===== src/rtl/spi_slave_pkg.sv =====
// Shared types and helpers for the multi-lane SPI slave datapath (rx now, tx later).
package spi_slave_pkg;

    typedef enum logic [1:0] {
        LANE_STD  = 2'd0,
        LANE_DUAL = 2'd1,
        LANE_QUAD = 2'd2
    } lane_mode_e;

    localparam int CMD_EDGES_DEFAULT = 8;

    function automatic logic [2:0] bits_per_edge(input lane_mode_e mode);
        case (mode)
            LANE_DUAL: return 3'd2;
            LANE_QUAD: return 3'd4;
            default:   return 3'd1;
        endcase
    endfunction

endpackage


===== src/rtl/spi_lane_shifter.sv =====
// Combinational next-value of a 1/2/4-bit-per-edge shift register, MSB- or LSB-first.
module spi_lane_shifter
    import spi_slave_pkg::*;
#(
    parameter int DATA_WIDTH = 32,
    parameter int MAX_LANES  = 4,
    parameter bit MSB_FIRST  = 1'b1
) (
    input  logic [DATA_WIDTH-1:0] i_shreg,
    input  logic [MAX_LANES-1:0]  i_sdi,
    input  logic [2:0]            i_bits,
    input  logic                  i_en,
    output logic [DATA_WIDTH-1:0] o_next
);

    // Lanes above MAX_LANES read as zero; the caller never selects them.
    logic [3:0] w_sdi4;
    assign w_sdi4 = 4'(i_sdi);

    always_comb begin
        o_next = i_shreg;
        if (i_en) begin
            if (MSB_FIRST) begin
                case (i_bits)
                    3'd2:    o_next = {i_shreg[DATA_WIDTH-3:0], w_sdi4[1:0]};
                    3'd4:    o_next = {i_shreg[DATA_WIDTH-5:0], w_sdi4[3:0]};
                    default: o_next = {i_shreg[DATA_WIDTH-2:0], w_sdi4[0]};
                endcase
            end else begin
                case (i_bits)
                    3'd2:    o_next = {w_sdi4[1:0], i_shreg[DATA_WIDTH-1:2]};
                    3'd4:    o_next = {w_sdi4[3:0], i_shreg[DATA_WIDTH-1:4]};
                    default: o_next = {w_sdi4[0], i_shreg[DATA_WIDTH-1:1]};
                endcase
            end
        end
    end

endmodule


===== src/rtl/spi_slave_rx_ml.sv =====
// Multi-lane SPI slave receive shifter with runtime word length, lane mode,
// optional auto-repeat and a completed-word counter. Zero latency on data/data_ready.
module spi_slave_rx_ml
    import spi_slave_pkg::*;
#(
    parameter int DATA_WIDTH = 32,
    parameter int MAX_LANES  = 4,
    parameter int CNT_WIDTH  = 8,
    parameter int CMD_EDGES  = CMD_EDGES_DEFAULT,
    parameter bit MSB_FIRST  = 1'b1,
    parameter int WCNT_WIDTH = 16
) (
    input  logic                  sclk,
    input  logic                  rstn,
    input  logic [MAX_LANES-1:0]  sdi,
    input  logic [CNT_WIDTH-1:0]  counter_in,
    input  logic                  counter_in_upd,
    input  logic [1:0]            lanes_in,
    input  logic                  repeat_en,
    output logic [DATA_WIDTH-1:0] data,
    output logic                  data_ready,
    output logic                  running,
    output logic [WCNT_WIDTH-1:0] word_cnt
);

    logic [CNT_WIDTH-1:0]  r_counter;
    logic [CNT_WIDTH-1:0]  r_target;
    lane_mode_e            r_lanes;
    logic [DATA_WIDTH-1:0] r_shreg;
    logic                  r_running;
    logic [WCNT_WIDTH-1:0] r_word_cnt;

    logic [2:0]            w_bits_req;
    logic [2:0]            w_bits;
    logic                  w_word_end;
    logic [DATA_WIDTH-1:0] w_next;

    // A mode wider than the implemented lanes degrades to std.
    assign w_bits_req = bits_per_edge(r_lanes);
    assign w_bits     = (w_bits_req > 3'(MAX_LANES)) ? 3'd1 : w_bits_req;
    assign w_word_end = r_running && (r_counter >= r_target);

    spi_lane_shifter #(
        .DATA_WIDTH (DATA_WIDTH),
        .MAX_LANES  (MAX_LANES),
        .MSB_FIRST  (MSB_FIRST)
    ) u_shifter (
        .i_shreg (r_shreg),
        .i_sdi   (sdi),
        .i_bits  (w_bits),
        .i_en    (r_running),
        .o_next  (w_next)
    );

    always_ff @(posedge sclk or negedge rstn) begin
        if (!rstn) begin
            r_counter  <= '0;
            r_target   <= CNT_WIDTH'(CMD_EDGES - 1);
            r_lanes    <= LANE_STD;
            r_shreg    <= '0;
            r_running  <= 1'b1;
            r_word_cnt <= '0;
        end else begin
            r_shreg <= w_next;
            if (w_word_end) begin
                r_counter  <= '0;
                r_word_cnt <= r_word_cnt + 1'b1;
                r_running  <= repeat_en;
            end else if (r_running && (r_counter != '1)) begin
                r_counter <= r_counter + 1'b1;
            end
            // The strobe never clears the counter so it can land in the data_ready cycle.
            if (counter_in_upd) begin
                r_target  <= counter_in;
                r_lanes   <= (lanes_in == 2'd3) ? LANE_STD : lane_mode_e'(lanes_in);
                r_running <= 1'b1;
            end
        end
    end

    assign data       = w_next;
    assign data_ready = w_word_end;
    assign running    = r_running;
    assign word_cnt   = r_word_cnt;

endmodule


===== config.mk =====
export PLATFORM = sky130hd
export DESIGN_NAME = spi_slave_rx_ml
export DESIGN_NICKNAME = d
export VERILOG_FILES = /design/src/rtl/spi_slave_pkg.sv /design/src/rtl/spi_lane_shifter.sv /design/src/rtl/spi_slave_rx_ml.sv
export SDC_FILE = /design/constraint.sdc
export NUM_CORES = 1
export LEC_CHECK = 0
export BUFFER_PORTS_ARGS = -buffer_cell sky130_fd_sc_hd__buf_2
export CAP_MARGIN = 30
export CORE_MARGIN = 1.5
export CORE_UTILIZATION = 59
export DETAILED_ROUTE_END_ITERATION = 12
export PLACE_DENSITY = 0.83
export SYNTH_ARGS = -nofsm -noshare
export SYNTH_HDL_FRONTEND = slang
export SYNTH_SLANG_ARGS = --single-unit

===== constraint.sdc =====
create_clock -name sclk -period 3.6 [get_ports sclk]
set_input_delay 0.72 -clock sclk [delete_from_list [all_inputs] [get_ports sclk]]
set_output_delay 0.72 -clock sclk [all_outputs]
set_load 0.1 [all_outputs]

; Word-level counts from Yosys, hierarchy flattened
; Index checks and enable logic that the tools add are counted.
[totals]
register_bits = 67
inputBits = 18
out_inout_bits = 50
wordCells = 29
[classes]
n_addsub = 2
n_lt_le_gt_ge = 2
eq_ne = 6
muxes = 9
n_reduce_logical = 4
[op_table]
columns = operator, count
row1 = $pmux W32 S2, 1
row2 = $mux W32, 1
row3 = $add A16 B1 Y16 const B, 1
row4 = $mux W8, 2
row5 = $add A8 B1 Y8 const B, 1
row6 = $ge A8 B8 Y1, 1
row7 = $ne A8 B8 Y1 const B, 1
row8 = $pmux W3 S2, 1
row9 = $eq A2 B2 Y1 const B, 2
row10 = $reduce_bool A2 Y1, 2
row11 = $eq A3 B2 Y1 const B, 1
row12 = $eq A3 B3 Y1 const B, 1
row13 = $gt A3 B3 Y1 const B, 1
row14 = $mux W3, 1
row15 = $eq A2 B1 Y1 const B, 1
row16 = $logic_and A1 B1 Y1, 2
row17 = $mux W1, 2
row18 = $mux W2, 1

; Longest topological paths before layout
; Gate-level depths: netlist of the first run.
[depth]
depth_word = 7
ltp_mapped = 8
mapped_depth_nobuf = 7

; Hierarchy
; Synthesis of the first run repeated with hierarchy kept, for this count alone.
[hier_totals]
cells_unflattened = 396
area_unflattened_um2 = 4068.9
[by_module_without_submodules]
columns = mod, n_inst, cells_each, area_per_inst_um2, seq_area_each_um2
row1 = spi_slave_rx_ml, 1, 204, 2625.0, 1681.6
row2 = spi_lane_shifter, 1, 192, 1443.9, 0.0

; Worst setup path after synthesis of the first run
; No wires, ideal clock.
[synth_path]
path_kind = register to output
from = reg r_running (netlist: running)
to = out data[1]
t_arrival_ns = 3.057
required_time_ns = 2.880
path_slack_ns = -0.177
stages_incl_launch_ff = 5
path_buffers = 2
path_cell_list = dfstp_2 buf_2 buf_1 nor2_1 a21oi_1
[synth_between]
elab_chain_cells = 1
[synth_lines]
columns = element, line
row1 = "start, declared", spi_slave_rx_ml.sv:30  ; logic r_running;
row2 = "start signal, assigned", spi_slave_rx_ml.sv:68  ; r_running <= repeat_en;
row3 = $mux W32, spi_lane_shifter.sv:22  ; if (i_en) begin
row4 = "end, declared", spi_slave_rx_ml.sv:20  ; output logic [DATA_WIDTH-1:0] data,
; Every way passes these cells.

; Worst setup path after layout of the first run
[layout_path]
from = reg r_lanes[0]
to = out data[27]
[layout_between]
elab_chain_cells = 7
word_cells_on_any_way = 9
cone_classes = 1 x order compare / 4 x eq/ne / 4 x mux
[layout_lines]
columns = element, line
row1 = "start, declared", spi_slave_rx_ml.sv:28  ; lane_mode_e r_lanes;
row2 = "start signal, assigned", spi_slave_rx_ml.sv:75  ; r_lanes <= (lanes_in == 2'd3) ? LANE_STD : lane_mode_e'(lanes_in);
row3 = $eq A2 B2 Y1 / $eq A2 B1 Y1 (equally long branches), spi_slave_pkg.sv:13  ; case (mode)
row4 = $pmux W3 S2 (*), spi_slave_pkg.sv:13
row5 = $gt A3 B3 Y1, spi_slave_rx_ml.sv:40  ; assign w_bits = (w_bits_req > 3'(MAX_LANES)) ? 3'd1 : w_bits_req;
row6 = $mux W3 (*), spi_slave_rx_ml.sv:40
row7 = $eq A3 B3 Y1 / $eq A3 B2 Y1 (equally long branches), spi_lane_shifter.sv:24  ; case (i_bits)
row8 = $pmux W32 S2 (*), spi_lane_shifter.sv:24
row9 = $mux W32 (*), spi_lane_shifter.sv:22
; Mark *: on every way between the ends. The rest lies on a longest branch, timed or not.

==> results, run 1 <==
- The worst path in the final design needs a cycle of 3261 ps, including I/O delays and setup.
- Setup repair after global routing left no endpoint under its margin.
- The floorplan die height is 79.99 µm.
- The total global-route track usage is 0.2562.
- The routed length per instance is 15.73 µm.
- The area inside the core boundary is 0.005608 mm².
- The switching power summed over all nets is 0.001451 W.
- The insertion delay of the later-clocked pin in the worst-skew pair is 350 ps.
- For this configuration, the core starts out at a cell density of 0.6236.
- In this run the worst hold path is classified as in2async.
- The number of instances in the synthesized netlist is 346.
- No sink is reached through more buffers than the 2 on the longest clock path.
- Hold repair after CTS inserted 0 buffers.
- The horizontal die dimension is 79.99 µm.
- The worst clock skew is 9.319 ps.
- The detailed router finished its first iteration with 226 violations.
- Port buffering added 67 buffers.
- The clock slew seen by the registers of the worst setup and hold paths is 80 ps.
- In this run, synthesis produced a sequential element count of 67.
- The via count of the first global-routing pass is 2,688.
- The largest area contributor in the synthesized netlist is dfrtp_1.
- The synthesized area per cell is 10.11 µm².
- The switching share of total power is 0.4992.
- The number of DRC violations after detailed routing is 0.
- The finished cells cover 0.004121 mm².
- The floorplan row count is 27.
- The flow ran to the end, and the final reports show no timing, DRC or antenna violations.
- The pre-CTS setup slack is 735.7 ps.
- The number of nets in the layout is 444.
- The total leakage power is 1.971 nW.
- For the worst setup path, the data required time is 2880 ps.
- The global placement routability congestion is 0.8714.
- The number of placed instances, taps included, is 475.
- The number of distinct library cell variants in the gate-level netlist after synthesis is 33.
- The clock tree synthesis step divided the H-tree into 3 levels.
- The post-layout instance count excluding filler cells is 491.
- After synthesis, the share of flip-flops with an asynchronous set or reset is 1.000.
- The total number of vias is 2,890.
- The library cell used most frequently in the layout, excluding fill and tap cells, is buf_2.
- By startpoint and endpoint, the worst setup path is classified as reg2out.
- The tree is rooted in a clkbuf_8.
- The initial antenna violation count was 0.
- For the worst setup path, the data arrival time is 2540 ps.
- The slew at the pin closest to its max-slew limit is 637.3 ps.
- The number of antenna diodes in the final layout is 0.
- The net count of the mapped netlist is 376.
- The post-DP HPWL is 5406 µm.
- The synthesized area is 0.003497 mm².
- Across the run, the number of max-cap violations was 0.
- The worst setup path is launched from a flop.
- The global-route congestion overflow total is 0.
- The die covers 0.006398 mm².
- STA classifies the critical path endpoint as an output port.
- The maximum frequency from static timing analysis is 306.6 MHz.
- The largest fanout of any net on the critical path is 23.
- The setup fix buffers added after clock tree synthesis is 0.
- The routed design has 7725 µm of wire.
- The top-area cell type share of the netlist area is 0.4508.
- The most used flip-flop cell after synthesis is dfrtp_1.
- The worst-case IR drop observed on VDD is 891.3 µV.
- The sum of negative setup slack is 0 ps.
- Across all setup checks in the final design, the least slack found is 338.7 ps.
- The share of total power dissipated in sequential elements is 0.357.
- Cell internal power was estimated by the tool at 0.001456 W.
- Setup violations remaining at the end of the flow were counted as 0.
- The final max-slew violation count came to 0.
- Measured against its own limit, the worst slew margin works out to 0.5715.
- The maximum number of pins on one net before global-route repair is 37.
- The number of enable-type register cells in the synthesized netlist is 0.
- The via count normalized by instance count is 5.886.
- For this design the top-level I/O count stands at 68.
- In this run the cell area measured after placement is 0.003951 mm².
- Of the total power, the clock network draws 0.189.
- The smallest hold slack is 247.7 ps.
- The final hold violation count was 0.
- The number of warnings reported in the yosys synthesis log is 0.
- Dividing the final minimum period by the clock period gives 0.9059.
- The portion of the post-synthesis area used by sequential elements is 0.4809.
- Leaving out fill and tap cells, the most frequent cells in the layout are buf_2, dfrtp_1, o21ai_0.
- Once the clock tree was built, the resizer swapped 0 gates to a different size.
- The first global-routing pass estimated 12,590 µm of wire.
- The detail route stage leaves a number of antenna-violating nets equal to 0.
- The pre-antenna-repair detailed-routing pass consisted of 5 iterations.
- By area the synthesized netlist is led by dfrtp_1, mux2_2, a22oi_1.
- The share of total power dissipated in combinational logic is 0.454.
- The power density over the cells is 705.2 mW/mm².
- The clock drives 67 sinks.
- The post-synthesis to final-layout area growth is 17.85%.
- Clock tree synthesis inserted a total of 9 buffers.
- The TritonCTS clock tree is yes.
- Of the cells placed in the final design, the portion with a size suffix greater than 1 is 0.3198.
[registers in the layout (all words and copies together), names as in the netlist]
register	count
r_shreg	32
word_cnt	16
r_counter	8
r_target	8
running	1
r_lanes	2
[worst max-delay path: stages (launching register included)]
cell	delay, ps
dfrtp_1	360
inv_1	60
ha_1	640
buf_4	330
nand2_1	80
o21ai_0	100
mux2_2	200
buf_2	420
[per-stage QoR]
stage / total power [W] / util
2_1_floorplan: 0.002107 / -
5_1_grt: 0.003052 / 0.7349
3_3_place_gp: 0.002330 / 0.7010
3_5_place_dp: 0.002362 / 0.7046
4_1_cts: 0.002920 / 0.7349
6_report: 0.002907 / 0.7349
[worst paths after layout]
kind	startpoint	to	slack, ps	depth (start not counted)
setup / recovery	r_lanes[0]$_DFFE_PN0P_	data[27]	340	7
hold / removal	rstn	r_shreg[6]$_DFF_PN0_	250	1
setup reg to reg	r_target[2]$_DFFE_PN1P_	word_cnt[1]$_DFFE_PN0P_	1350	7
min in group sclk	word_cnt[15]$_DFFE_PN0P_	word_cnt[15]$_DFFE_PN0P_	470	1
hold reg to reg	word_cnt[15]$_DFFE_PN0P_	word_cnt[15]$_DFFE_PN0P_	470	1
max in group asynchronous	rstn	running$_DFFE_PN1P_	2550	3
[power groups by stage]
| stage | logic [W] | registers (W) | clock network (W) |
|---|---|---|---|
| after global routing | 0.00140 | 0.00106 | 0.000597 |
| after global placement | 0.00129 | 0.00104 | 0 |
| after detailed placement | 0.00132 | 0.00105 | 0 |
| after floorplan | 0.000933 | 0.00117 | 0 |
| final | 0.00132 | 0.00104 | 0.000549 |
| after CTS | 0.00132 | 0.00103 | 0.000562 |
[cells by family after synthesis]
| kind of cell | share of synthesized area |
|---|---|
| and+or+nand+nor | 0.1191 |
| AOI/OAI and AO/OA | 0.1621 |
| DFF | 0.4809 |
| buffers and inverters | 0.03828 |
| muxes | 0.1091 |
| xor gates and xnor gates | 0.04759 |
| adders and majority gates | 0.04293 |
[routing by layer]
metal  share of wire  vias to the layer above  GRT usage  wire length, µm
li1                -                     1371          -                -
met1            0.44                     1421     0.3321             3401
met2            0.50                       90     0.4218             3875
met3           0.050                        8    0.07771              383
met4          0.0084                        0    0.05862               65
met5               0                        -          0                0
[cells in the mapped netlist (9+ instances only)]
library cell,count
a22oi_1,30
clkbuf_1,14
dfrtp_1,63
ha_1,12
inv_1,15
mux2_2,33
nand2_1,42
nand3_1,9
nand4_1,11
nor2_1,13
o21ai_0,44
xnor2_1,17
[cell type report]
cell class	instances	area [µm²]
Multi-Input combinational cell	244	1685
Clock buffer	10	127.6
Tap cell	72	90.09
Fill cell	413	1486
Sequential cell	67	1682
Inverter	15	56.30
Timing Repair Buffer	77	437.9
Clock inverter	6	42.54
No activity file was read; power rests on OpenSTA's default activity.
==> run 2: changes to the inputs <==
--- a/config.mk
+++ b/config.mk
@@ -7,7 +7,7 @@
 export LEC_CHECK = 0
 export BUFFER_PORTS_ARGS = -buffer_cell sky130_fd_sc_hd__buf_2
 export CAP_MARGIN = 30
-export CORE_MARGIN = 1.5
+export CORE_MARGIN = 2
 export CORE_UTILIZATION = 59
 export DETAILED_ROUTE_END_ITERATION = 12
 export PLACE_DENSITY = 0.83
==> results, run 2 (same netlist as run 1, synthesis figures left out) <==
- The cell area after placement is 0.003933 mm² (was 0.003951 mm²).
- The global-route congestion overflow total is 0 (unchanged).
- The floorplan row count is 28 (was 27).
- The startpoint type of the worst setup path is a flop (unchanged).
- The global placement routability congestion is 0.8397 (was 0.8714).
- The final max-slew violation count is 0 (unchanged).
- The worst voltage drop across the vdd grid is 526.0 µV (was 891.3 µV).
- The signal arrival time at the worst endpoint came to 2530 ps (was 2540 ps).
- The post-route clock period utilization is 0.9037 (was 0.9059).
- The register share of total power is 0.351 (was 0.357).
- The final design instance area without fill came to 0.004125 mm² (was 0.004121 mm²).
- The switching power summed over all nets was 0.001450 W (was 0.001451 W).
- The final total power was 0.002972 W (was 0.002907 W).
- The logic depth of the worst register-to-register path is 7 (unchanged).
- The maximum buffer depth of the clock tree is 2 (unchanged).
- The routed length per instance is 15.43 µm (was 15.73 µm).
- The largest stage delay on the critical path is 720 ps (was 640 ps).
- The normalized max-slew margin is 0.5565 (was 0.5715).
- The sum of negative setup slack is 0 ps (unchanged).
- The final hold violation count came to 0 (unchanged).
- The internal power is 0.001522 W (was 0.001456 W).
- The total number of vias is 2,859 (was 2,890).
- The number of cells in the design after placement is 475 (unchanged).
- The die outline area is 0.006559 mm² (was 0.006398 mm²).
- The setup fix buffers added after clock tree synthesis is 0 (unchanged).
- The worst endpoint required time was 2880 ps (about the same).
- The first-pass iteration count of the detailed router is 5 (unchanged).
- The initial antenna violation count is 0 (unchanged).
- The reported max-cap violation count came to 0 (unchanged).
- The class of the worst hold path is in2async (unchanged).
- Unrepaired setup endpoints after global routing: false (unchanged).
- The number of clock sinks is 67 (unchanged).
- The maximum number of pins on one net before global-route repair is 38 (was 37).
- The total global-route track usage was 0.2519 (was 0.2562).
- Most used cells in the layout excluding fill and tap cells: buf_2, dfrtp_1, o21ai_0 (unchanged).
- The number of nets in the layout is 441 (was 444).
- The floorplan die height is 80.99 µm (was 79.99 µm).
- The slowest cell on the critical path was ha_1 (unchanged).
- The final number of setup-violating endpoints was 0 (unchanged).
- The largest fanout of any net on the critical path was 37 (was 23).
- The total inserted antenna cells came to 0 (unchanged).
- The fraction of final layout cells with drive strength greater than 1 is 0.3149 (was 0.3198).
- The switching share of total power is 0.4878 (was 0.4992).
- The worst clock skew is 10.86 ps (was 9.319 ps).
- The power density over the cells was 720.4 mW/mm² (was 705.2 mW/mm²).
- The area inside the core boundary is 0.005816 mm² (was 0.005608 mm²).
- The slew at the pin closest to its max-slew limit is 661.3 ps (was 637.3 ps).
- The critical setup path kind is reg2out (unchanged).
- Outcome: finished, final reports clean (unchanged).
- The most common cell after layout, fill and taps aside is buf_2 (unchanged).
- The number of nets with antenna violations after routing came to 0 (unchanged).
- The clock share of power is 0.208 (was 0.189).
- The total detailed-routing wirelength is 7575 µm (was 7725 µm).
- The clock slew seen by the registers of the worst setup and hold paths is 80 ps (about the same).
- The total of buffers placed on input and output ports is 67 (unchanged).
- The count of buffer and inverter cells on the critical path is 3 (unchanged).
- The post-route core utilization is 0.7093 (was 0.7349).
- The worst-case register-to-register setup slack is 1260 ps (was 1350 ps).
- The horizontal die dimension came to 80.99 µm (was 79.99 µm).
- The via count normalized by instance count is 5.823 (was 5.886).
- The number of buffers created by CTS is 9 (unchanged).
- The post-cts gate resize count is 0 (unchanged).
- The maximum frequency from static timing analysis was 307.4 MHz (was 306.6 MHz).
- The number of flip-flops under the largest register name came to 32 (unchanged).
- The kind of cell adding the most delay to the critical path is buffers and inverters (unchanged).
- The via count of the first global-routing pass is 2,663 (was 2,688).
- The kind of capture point of the worst setup path is an output port (unchanged).
- The worst reg2reg path endpoint is word_cnt[1]$_DFFE_PN0P_ (unchanged).
- The part of the total power dissipated in combinational logic is 0.441 (was 0.454).
- The global-route wire length before repair is 12,540 µm (was 12,590 µm).
- The total leakage power is 1.973 nW (was 1.971 nW).
- The H-tree depth reported by CTS is 3 (unchanged).
- The post-cts hold buffer count was 0 (unchanged).
- The insertion delay of the later-clocked pin in the worst-skew pair is 350 ps (about the same).
- The TritonCTS clock tree is yes (unchanged).
- The root buffer cell is clkbuf_8 (unchanged).
- The post-layout instance count excluding filler cells is 491 (unchanged).
- The I/O pin count came to 68 (unchanged).
- The minimum clock period after layout is 3253 ps (was 3261 ps).
- The register containing the most flip-flops in the final layout is r_shreg (unchanged).
- The initial detailed-routing violation count is 188 (was 226).
- The worst reg2reg path startpoint is r_counter[0]$_DFFE_PN0P_ (was r_target[2]$_DFFE_PN1P_).
- The post-DP HPWL is 5305 µm (was 5406 µm).
- The number of DRC violations after detailed routing is 0 (unchanged).
- The starting density of the core is 0.6013 (was 0.6236).
- The post-synthesis to final-layout area growth came to 17.96% (was 17.85%).
- Critical path cell sequence: inv_1 -> ha_1 -> buf_12 -> nand2_1 -> o21ai_0 -> mux2_2 -> buf_2 (was inv_1 -> ha_1 -> buf_4 -> nand2_1 -> o21ai_0 -> mux2_2 -> buf_2).
==> run 2: worst max path at each step <==
stage,start,end,slack [ps],depth (start not counted)
floorplan,running$_DFFE_PN1P_,data[1],430,4
global placement,r_lanes[0]$_DFFE_PN0P_,data[19],810,7
detailed placement,r_lanes[0]$_DFFE_PN0P_,data[4],740,7
CTS,r_lanes[0]$_DFFE_PN0P_,data[19],340,7
global route,r_lanes[0]$_DFFE_PN0P_,data[15],130,7
finish,r_lanes[0]$_DFFE_PN0P_,data[19],350,7
==> run 2: worst reg2reg max path, cell delays in order, from the launching register on <==
cell,delay [ps]
dfrtp_1,390
inv_1,90
ha_1,280
nand2b_1,150
a2111oi_2,560
o32ai_2,220
buf_4,250
mux2_2,290
==> run 2: per-stage QoR <==
stage / setup slack, ps / hold WS (ps)
floorplan: 432.3 / 424.4
global placement: 807.7 / 457.4
detailed placement: 738.1 / 471.3
CTS: 341.6 / 390.5
global route: 129.8 / 421.5
finish: 346.7 / 395.5
==> run 2: per-layer routing <==
layer | track usage | routed length [µm]
met4 | 0.07627 | 70
met2 | 0.4124 | 3869
met1 | 0.3233 | 3035
met3 | 0.07667 | 600
met5 | 0 | 0
==> run 2: power by group through the flow <==
stage	clock network, W	logic, W	registers [W]
finish	0.000618	0.00131	0.00104
global placement	0	0.00129	0.00104
floorplan	0	0.000933	0.00117
global route	0.000662	0.00140	0.00107
detailed placement	0	0.00131	0.00105
CTS	0.000632	0.00132	0.00104
==> run 2: area by class of cell <==
class | instances | area [µm²]
repair buffers | 74 | 415.4
multi-input cells | 244 | 1685
well taps | 75 | 93.84
clock buffers | 10 | 127.6
clock inverters | 6 | 65.06
inverters | 15 | 56.30
fillers | 445 | 1690
flip-flops and latches | 67 | 1682
==> run 3: changes to the inputs <==
--- a/config.mk
+++ b/config.mk
@@ -8,9 +8,10 @@
 export BUFFER_PORTS_ARGS = -buffer_cell sky130_fd_sc_hd__buf_2
 export CAP_MARGIN = 30
 export CORE_MARGIN = 2
-export CORE_UTILIZATION = 59
+export CORE_UTILIZATION = 50
 export DETAILED_ROUTE_END_ITERATION = 12
-export PLACE_DENSITY = 0.83
+export PLACE_DENSITY = 0.75
 export SYNTH_ARGS = -nofsm -noshare
 export SYNTH_HDL_FRONTEND = slang
 export SYNTH_SLANG_ARGS = --single-unit
+export TNS_END_PERCENT = 100
==> constraint.sdc (replaced) <==
create_clock -name sclk -period 2.9 [get_ports sclk]
set_input_delay 0.58 -clock sclk [delete_from_list [all_inputs] [get_ports sclk]]
set_output_delay 0.58 -clock sclk [all_outputs]
set_load 0.1 [all_outputs]
==> results, run 3 (same netlist as run 1, synthesis figures left out) <==
- The maximum number of pins on one net before global-route repair is 63 (was 38).
- The number of cells in the design after placement is 495 (was 475).
- The root buffer cell was clkbuf_8 (unchanged).
- The worst voltage drop across the vdd grid is 725.2 µV (was 526.0 µV).
- The sum of negative setup slack came to 0 ps (unchanged).
- The routed length per instance came to 14.41 µm (was 15.43 µm).
- The global-route wire length before repair is 12,010 µm (was 12,540 µm).
- The final max-slew violation count is 0 (unchanged).
- The initial detailed-routing violation count was 109 (was 188).
- The floorplan row count is 30 (was 28).
- The worst endpoint required time was 2320 ps (was 2880 ps).
- The pre-CTS setup slack is 500.5 ps (was 738.1 ps).
- The total leakage power is 1.974 nW (was 1.973 nW).
- Most used cells in the layout excluding fill and tap cells: dfrtp_1, buf_2, o21ai_0 (was buf_2, dfrtp_1, o21ai_0).
- The critical setup path kind is reg2out (unchanged).
- Outcome: finished, final reports clean (unchanged).
- The fraction of final layout cells with drive strength greater than 1 is 0.3157 (was 0.3149).
- The number of nets with antenna violations after routing came to 0 (unchanged).
- The I/O pin count is 68 (unchanged).
- The startpoint type of the worst setup path is a flop (unchanged).
- The total global-route track usage is 0.1994 (was 0.2519).
- The number of buffers created by CTS came to 9 (unchanged).
- The layout filler cell count came to 549 (was 445).
- The worst clock skew is 12.14 ps (was 10.86 ps).
- The worst path setup slack after routing is 166.1 ps (was 346.7 ps).
- The via count of the first global-routing pass is 2,566 (was 2,663).
- Unrepaired setup endpoints after global routing: false (unchanged).
- The post-synthesis to final-layout area growth is 20.36% (was 17.96%).
- The total of buffers placed on input and output ports came to 67 (unchanged).
- The signal arrival time at the worst endpoint came to 2150 ps (was 2530 ps).
- The initial antenna violation count is 0 (unchanged).
- The slowest cell on the critical path was buf_2 (was ha_1).
- The normalized max-slew margin is 0.5068 (was 0.5565).
- The number of clock sinks is 67 (unchanged).
- The total inserted antenna cells came to 0 (unchanged).
- The count of buffer and inverter cells on the critical path is 3 (unchanged).
- The class of the worst hold path is in2async (unchanged).
- Critical path cell sequence: inv_1 -> ha_1 -> buf_4 -> a22oi_1 -> o21ai_0 -> mux2_2 -> buf_2 (was inv_1 -> ha_1 -> buf_12 -> nand2_1 -> o21ai_0 -> mux2_2 -> buf_2).
- The area inside the core boundary is 0.006794 mm² (was 0.005816 mm²).
- The post-DP HPWL came to 5045 µm (was 5305 µm).
- The maximum buffer depth of the clock tree was 2 (unchanged).
- The number of nets in the layout is 440 (was 441).
- The number of flip-flops under the largest register name is 32 (unchanged).
- The number of DRC violations after detailed routing is 0 (unchanged).
- The horizontal die dimension was 87.63 µm (was 80.99 µm).
- The total detailed-routing wirelength is 7366 µm (was 7575 µm).
- The post-layout instance count excluding filler cells is 511 (was 491).
- The floorplan die height came to 87.63 µm (was 80.99 µm).
- Based on the critical path, the design can be clocked at up to 365.8 MHz.
- The largest stage delay on the critical path is 420 ps (was 720 ps).
- The clock slew seen by the registers of the worst setup and hold paths was 80 ps (about the same).
- The insertion delay of the later-clocked pin in the worst-skew pair was 340 ps (was 350 ps).
- The total number of vias is 2,789 (was 2,859).
- The kind of cell adding the most delay to the critical path is buffers and inverters (unchanged).
- The final number of setup-violating endpoints was 0 (unchanged).
- The die outline area came to 0.007679 mm² (was 0.006559 mm²).
- The slew at the pin closest to its max-slew limit was 733.5 ps (was 661.3 ps).
- The H-tree depth reported by CTS is 3 (unchanged).
- In the finished design, the share of the clock period the worst path needs comes to 0.9427.
- The power density over the cells is 867.4 mW/mm² (was 720.4 mW/mm²).
- The register containing the most flip-flops in the final layout is r_shreg (unchanged).
- The first-pass iteration count of the detailed router is 7 (was 5).
- The starting density of the core is 0.5147 (was 0.6013).
- The via count normalized by instance count was 5.458 (was 5.823).
- The final total power was 0.003651 W (was 0.002972 W).
- The reported max-cap violation count came to 0 (unchanged).
- The global-route congestion overflow total came to 0 (unchanged).
- The global placement routability congestion is 0.8378 (was 0.8397).
- The most common cell after layout, fill and taps aside is dfrtp_1 (was buf_2).
- The TritonCTS clock tree is yes (unchanged).
- The minimum clock period after layout is 2734 ps.
- The final hold violation count came to 0 (unchanged).
- The largest fanout of any net on the critical path is 31 (was 37).
- The kind of capture point of the worst setup path is an output port (unchanged).
run 3: changes by cell type in the layout (fill, tap and decap cells not counted):
| cell | change |
|---|---|
| buf_2 | -14 |
| a21oi_4 | +1 |
| buf_4 | -3 |
| buf_12 | +3 |
| clkbuf_8 | +1 |
| clkbuf_1 | -1 |
| bufinv_16 | -1 |
| clkbuf_4 | +13 |
| clkinv_2 | +1 |
| a21oi_2 | -1 |
run 3: timing repair:
| item | in CTS | in global routing |
|---|---|---|
| setup endpoints to repair | 0 | 13 |
| resized for setup | 0 | 13 |
| buffers inserted | 0 | 0 |
| hold buffers | 0 | 0 |
run 3: power by group:
group          switching [W]  total [W]  internal (W)
Clock               0.000368   0.000701      0.000333
Sequential          0.000180    0.00128       0.00110
Combinational        0.00124    0.00167      0.000432
run 3: worst paths after layout:
| kind | from | end | slack, ps | cells after the start |
|---|---|---|---|---|
| max | r_lanes[1]$_DFFE_PN0P_ | data[16] | 170 | 7 |
| min | rstn | r_shreg[5]$_DFF_PN0_ | 270 | 1 |
| max reg2reg | r_target[0]$_DFFE_PN1P_ | word_cnt[1]$_DFFE_PN0P_ | 650 | 6 |
| min reg2reg | word_cnt[15]$_DFFE_PN0P_ | word_cnt[15]$_DFFE_PN0P_ | 470 | 1 |
| max in group asynchronous | rstn | r_target[2]$_DFFE_PN1P_ | 1950 | 2 |
| min in group sclk | counter_in[6] | r_target[6]$_DFFE_PN0P_ | 440 | 3 |
run 3: stage by stage:
| stage | hold WS [ps] | instance area [µm²] | utilization |
|---|---|---|---|
| finish | 267.1 | 4209 | 0.6195 |
| global route | 299.8 | 4209 | 0.6195 |
| CTS | 268.5 | 4177 | 0.6147 |
| global placement | 454.0 | 3999 | 0.5886 |
| floorplan | 284.4 | 3508 | - |
| detailed placement | 461.0 | 3999 | 0.5886 |
run 3: worst reg2reg max path, stage by stage, from the launching register on:
cell and delay [ps]:
dfstp_2 540, ha_1 220, nand2b_1 160, a2111oi_2 500
o32ai_2 190, buf_4 240, mux2_2 290
run 3: area by class of cell:
class	count	area, µm²	area share
Clock buffer	10	137.6	0.03270
Multi-Input combinational cell	244	1693	0.4022
Inverter	15	56.30	0.01338
Sequential cell	67	1682	0.3995
Clock inverter	6	40.04	0.009512
Tap cell	96	120.1	0.02854
Timing Repair Buffer	73	480.5	0.1141
run 3: per-layer routing:
| metal | track usage | routed length, µm | vias up |
|---|---|---|---|
| li1 | - | - | 1365 |
| met3 | 0.06692 | 388 | 13 |
| met2 | 0.3085 | 3479 | 79 |
| met1 | 0.2656 | 3356 | 1332 |
| met5 | 0 | 0 | - |
| met4 | 0.06294 | 141 | 0 |
